<file path="src/rtl/fetch_sequencer.sv">
// fetch_sequencer: control FSM driving the fetch unit (start, run, stall,
// branch redirect, halt). All outputs are registered; one branch request
// arriving during a stall is held in a single-entry pending slot.
module fetch_sequencer #(
   parameter int ADDR_W = 9,
   parameter int IMM_W  = 6,
   parameter int CNT_W  = 16
) (
   input  logic              clk,
   input  logic              rst_n,
   input  logic              start,
   input  logic [ADDR_W-1:0] start_address,
   input  logic              stall,
   input  logic              br_req,
   input  logic [ADDR_W-1:0] br_target,
   input  logic              bri_req,
   input  logic [IMM_W-1:0]  bri_imm,
   input  logic              halt,
   output logic              fetch_unit_en,
   output logic              init,
   output logic              branch,
   output logic              branchi,
   output logic [ADDR_W-1:0] startAddress,
   output logic [ADDR_W-1:0] target,
   output logic [IMM_W-1:0]  immediate,
   output logic              busy,
   output logic              done,
   output logic [CNT_W-1:0]  fetch_count
);

   typedef enum logic [1:0] {
      S_IDLE,
      S_LOAD,
      S_RUN,
      S_HALTED
   } state_t;

   state_t            state, state_nx;

   logic              fen_nx, init_nx, br_nx, bri_nx, busy_nx, done_nx;
   logic [ADDR_W-1:0] sa_nx, tgt_nx;
   logic [IMM_W-1:0]  imm_nx;
   logic [CNT_W-1:0]  cnt_nx;

   logic              pend_vld, pend_vld_nx;
   logic              pend_br, pend_br_nx;
   logic [ADDR_W-1:0] pend_tgt, pend_tgt_nx;
   logic [IMM_W-1:0]  pend_imm, pend_imm_nx;

   // State, output and pending registers; everything clears on reset.
   always_ff @(posedge clk or negedge rst_n) begin
      if (!rst_n) begin
         state         <= S_IDLE;
         fetch_unit_en <= 1'b0;
         init          <= 1'b0;
         branch        <= 1'b0;
         branchi       <= 1'b0;
         startAddress  <= '0;
         target        <= '0;
         immediate     <= '0;
         busy          <= 1'b0;
         done          <= 1'b0;
         fetch_count   <= '0;
         pend_vld      <= 1'b0;
         pend_br       <= 1'b0;
         pend_tgt      <= '0;
         pend_imm      <= '0;
      end else begin
         state         <= state_nx;
         fetch_unit_en <= fen_nx;
         init          <= init_nx;
         branch        <= br_nx;
         branchi       <= bri_nx;
         startAddress  <= sa_nx;
         target        <= tgt_nx;
         immediate     <= imm_nx;
         busy          <= busy_nx;
         done          <= done_nx;
         fetch_count   <= cnt_nx;
         pend_vld      <= pend_vld_nx;
         pend_br       <= pend_br_nx;
         pend_tgt      <= pend_tgt_nx;
         pend_imm      <= pend_imm_nx;
      end
   end

   // Next-state and next-output decode; control pulses default low, data holds.
   always_comb begin
      state_nx    = state;
      fen_nx      = 1'b0;
      init_nx     = 1'b0;
      br_nx       = 1'b0;
      bri_nx      = 1'b0;
      sa_nx       = startAddress;
      tgt_nx      = target;
      imm_nx      = immediate;
      pend_vld_nx = pend_vld;
      pend_br_nx  = pend_br;
      pend_tgt_nx = pend_tgt;
      pend_imm_nx = pend_imm;
      cnt_nx      = fetch_count;

      // Count advance cycles seen in RUN; saturate at all-ones.
      if (state == S_RUN && fetch_unit_en && fetch_count != '1)
         cnt_nx = fetch_count + CNT_W'(1);

      case (state)
         S_IDLE, S_HALTED: begin
            if (start) begin
               state_nx    = S_LOAD;
               init_nx     = 1'b1;
               fen_nx      = 1'b1;
               sa_nx       = start_address;
               cnt_nx      = '0;
               pend_vld_nx = 1'b0;
            end
         end
         S_LOAD: begin
            state_nx = S_RUN;
            fen_nx   = !stall;
         end
         S_RUN: begin
            if (halt) begin
               state_nx    = S_HALTED;
               pend_vld_nx = 1'b0;
            end else if (stall) begin
               // Newest request replaces whatever is pending.
               if (br_req) begin
                  pend_vld_nx = 1'b1;
                  pend_br_nx  = 1'b1;
                  pend_tgt_nx = br_target;
               end else if (bri_req) begin
                  pend_vld_nx = 1'b1;
                  pend_br_nx  = 1'b0;
                  pend_imm_nx = bri_imm;
               end
            end else begin
               fen_nx = 1'b1;
               if (br_req) begin
                  br_nx       = 1'b1;
                  tgt_nx      = br_target;
                  pend_vld_nx = 1'b0;
               end else if (bri_req) begin
                  bri_nx      = 1'b1;
                  imm_nx      = bri_imm;
                  pend_vld_nx = 1'b0;
               end else if (pend_vld) begin
                  pend_vld_nx = 1'b0;
                  if (pend_br) begin
                     br_nx  = 1'b1;
                     tgt_nx = pend_tgt;
                  end else begin
                     bri_nx = 1'b1;
                     imm_nx = pend_imm;
                  end
               end
            end
         end
         default: state_nx = S_IDLE;
      endcase

      busy_nx = (state_nx == S_LOAD) || (state_nx == S_RUN);
      done_nx = (state_nx == S_HALTED);
   end

endmodule

</file>
<file path="config.mk">
export PLATFORM = sky130hd
export DESIGN_NAME = fetch_sequencer
export DESIGN_NICKNAME = d
export VERILOG_FILES = /design/src/rtl/fetch_sequencer.sv
export SDC_FILE = /design/constraint.sdc
export NUM_CORES = 1
export LEC_CHECK = 0
export CORE_ASPECT_RATIO = 1.75
export CORE_MARGIN = 1.5
export CORE_UTILIZATION = 45
export CTS_CLUSTER_SIZE = 30
export DETAILED_ROUTE_END_ITERATION = 6
export GPL_ROUTABILITY_DRIVEN = 0
export GPL_TIMING_DRIVEN = 0
export PLACE_DENSITY = 0.72
export SLEW_MARGIN = 15
export SYNTH_ARGS = -nofsm -noshare
export SYNTH_HDL_FRONTEND = slang
export SYNTH_SLANG_ARGS = --single-unit
</file>
<file path="constraint.sdc">
create_clock -name clk -period 2.3 [get_ports clk]
set_input_delay 0.46 -clock clk [delete_from_list [all_inputs] [get_ports clk]]
set_output_delay 0.46 -clock clk [all_outputs]
set_load 0.005 [all_outputs]
</file>
==> metrics.md <==
| Metric | Value |
|---|---|
| Status | `completed` |
| Die span in x | `about 63 µm` |
| Die H | `between 100 and 150 µm` |
| Avg Cell Area, Syn | `10.7 µm²` |
| Sequential power share | `a little over two fifths` |
| Most frequent cells in the layout | `clkdlybuf4s50_1, dfrtp_1, nand2_1` |
| Wire length per cell | `approximately 14 µm` |
| Commonest non-fill, non-tap cell in the layout | `clkdlybuf4s50_1` |
| Crit path arrival time | `roughly 2.4 ns` |
| Initial antenna violation count | `0` |
| Leak | `0.00176 µW` |
| Hold WC Path Type | `reg -> reg` |
| Largest net degree at the start of global routing | `50` |
| Hold Vio Cnt, Final | `0` |
| H-tree depth | `3` |
| Crit-path max FO | `9` |
| Netlist Area Pre-Place | `2880 µm²` |
| Fin Clk Skew | `0.00763 ns` |
| DRC Markers | `0` |
| Unrepaired setup endpoints after global routing | `no` |
| P per Cell Area | `between 1000 and 1500 nW/µm²` |
| Worst Setup Start Kind | `flip-flop` |
| Vias in the first global route | `approximately 2300` |
| Starting Density | `46.6%` |
| Via count | `~2300` |
| Clock power share | `about 22%` |
| Internal power | `roughly 2800 µW` |
| Inst Count DP | `424` |
| Worst-path clk slew | `0.07 ns` |
| Worst path max stage delay | `between 0.5 and 0.6 ns` |
| Crit path kind | `reg -> reg` |
| Critical-path cell list | `inv_1 > ha_2 > nand2_2 > or3_1 > buf_2 > or4_1 > a21oi_1` |
| Combinational Power Share | `34.9%` |
| Post-CTS Setup Repair Bufs | `0` |
| Num Clock Sinks | `between 60 and 70` |
| HPWL Detailed | `4.66 mm` |
| Slowest-stage cell, CP | `or4_1` |
| Std cell rows | `38` |
| Mapped Cells | `about 270` |
| Layout area overhead | `37.0%` |
| Inserted Diodes | `0` |
| Final Critical Period | `roughly 2.1 ns` |
| Peak supply drop | `680 µV` |
| Synth cell types | `41` |
| Fin crit share | `92.8%` |
| Die area | `6900 µm²` |
| Grt ovf | `0` |
| Final core utilization | `between 60% and 70%` |
| Max cap viols | `0` |
| Drt first-iter violations | `between 150 and 200` |
| Critical path data required time | `~2.6 ns` |
| Slew Limit Fails | `0` |
| Worst-Margin Slew | `0.727 ns` |
| CTS Buf Count | `9` |
| Drt total wl | `6.35 mm` |
| First-pass DRT Iterations | `4` |
| Sw Ratio | `31.7%` |
| Critical path capture point type | `flip-flop` |
| Switching Power | `about 1300 µW` |
| Post-synthesis sequential area ratio | `56.5%` |
| Layout Cells excl Fill | `441` |
| Root buffer cell | `clkbuf_8` |
| Worst hold slack | `around 0.48 ns` |
| Relative slew slack | `51.5%` |
| Fmax | `0.469 GHz` |
| Clock Path Buffers | `2` |
| Dpl cell area | `3740 µm²` |
| #FFs+latches synth | `65` |
| Port Buffer Count | `74` |
| First-pass GRT wire length | `10.4 mm` |
| Gr usage total | `19.6%` |
| Post-route ant nets | `0` |
| # IOs | `77` |
| Core area | `6180 µm²` |
| Syn nets | `between 300 and 400` |
| Clk_lat worst skew | `0.34 ns` |
| Fin nets | `391` |
| Final setup fails | `0` |
| Final Total Pwr | `4030 µW` |
| Layout cells sized above 1 | `11.1%` |
| TritonCTS clock tree | `done` |
| Warnings from Yosys | `0` |
| Post-route cell area | `3940 µm²` |
| Vias/cell | `~5.2` |
==> power groups by stage <==
| stage | sequential (µW) | clock [µW] | combinational [µW] |
|---|---|---|---|
| after floorplan | 1760 | 0 | 669 |
| after global placement | 1760 | 0 | 1380 |
| after detailed placement | 1780 | 0 | 1430 |
| after CTS | 1760 | 902 | 1430 |
| after global routing | 1810 | 957 | 1560 |
| final | 1750 | 869 | 1410 |
==> cell families (layout without fill, tap and decap cells) <==
logic type,count (synthesis),after routing,synth area share [%]
AOI/OAI and AO/OA,48,48,10.3
xor gates and xnor gates,2,2,0.609
adders and majority gates,4,4,1.74
buffers and inverters,19,111,2.57
DFF,65,65,56.5
muxes,31,31,11.4
and+or+nand+nor,100,100,16.8
==> registers in the layout, summed over array words and instances, names as in the netlist, 2 cells and up <==
| signal | count |
|---|---|
| target | 9 |
| immediate | 6 |
| state | 2 |
| pend_tgt | 9 |
| fetch_count | 16 |
| startAddress | 9 |
| pend_imm | 6 |
==> metal layers <==
layer | vias to the layer above | wire, µm | share of wire [%] | global-route usage, %
li1 | 1134 | - | - | -
met1 | 1098 | 2460 | 39 | 21.6
met2 | 53 | 3540 | 56 | 35.4
met3 | 7 | 239 | 3.8 | 4.75
met4 | 0 | 103 | 1.6 | 8.39
met5 | - | 0 | 0 | 0
==> through the flow <==
step,TNS [ns],setup slack (ns)
2_1_floorplan,0,0.322
3_3_place_gp,-92.54,-1.43
3_5_place_dp,0,0.0612
4_1_cts,0,0.115
5_1_grt,0,0.0592
6_report,0,0.166
==> critical path: cells and delay by family, from the launching register on <==
family	cells	cell delay, ns
and+or+nand+nor	3	1.00
AOI/OAI and AO/OA	1	0.16
DFF	1	0.38
buffers and inverters	2	0.26
adders and majority gates	1	0.24
==> synthesized netlist by cell type <==
cell type  number  area, µm²
a211oi_1        2       15.0
a21oi_1        11       55.1
a311oi_1        1       8.76
a31oi_1         2       12.5
a41o_1          1       10.0
and2_1          2       12.5
and3_1          2       12.5
and3b_1         2       17.5
and4_1          1       8.76
and4b_1         1       10.0
buf_2           2       10.0
clkbuf_1        8       30.0
clkinv_1        1       3.75
dfrtp_1        65       1630
ha_1            4       50.1
inv_1           8       30.0
mux2_2         15        169
mux2i_1        16        160
nand2_1        52        195
nand2_2         1       6.26
nand3_1         5       25.0
nand4_1         4       25.0
nor2_1         11       41.3
nor2b_1         2       12.5
nor3_1          5       25.0
nor3_2          1       10.0
nor3b_1         1       7.51
nor4_1          2       12.5
nor4_2          1       12.5
o2111ai_1       1       8.76
o211ai_1        2       15.0
o21ai_0        17       85.1
o21ai_1         1       5.00
o22a_1          1       8.76
o311a_1         1       10.0
o311ai_0        1       8.76
o31ai_1         5       37.5
o41ai_1         2       17.5
or3_1           3       18.8
or4_1           4       30.0
xor2_1          2       17.5
==> layout make-up <==
class / count / area (µm²)
Buffer: 10 / 40.0
Clock buffer: 10 / 138
Clock inverter: 6 / 42.5
Fill cell: 526 / 2240
Inverter: 9 / 33.8
Multi-Input combinational cell: 185 / 1190
Sequential cell: 65 / 1630
Tap cell: 80 / 100
Timing Repair Buffer: 76 / 776
==> path summary, 6_finish.rpt <==
kind / start / end / slack [ns] / cells after the start
worst max-delay path: state[0] / fetch_count[11] / 0.17 / 7
worst min-delay path: startAddress[5] / startAddress[5] / 0.48 / 2
worst max register to register: state[0] / fetch_count[11] / 0.17 / 7
worst min register to register: startAddress[5] / startAddress[5] / 0.48 / 2
max in group asynchronous: rst_n / startAddress[4] / 1.25 / 3
min in group asynchronous: rst_n / fetch_count[10] / 0.54 / 2
==> what timing repair did <==
action	CTS	global route
endpoints found under the hold margin	16	0
hold buffers	1	0
setup endpoints to repair	0	4
gates resized for setup	0	2
(Power assumes the default switching activity.)
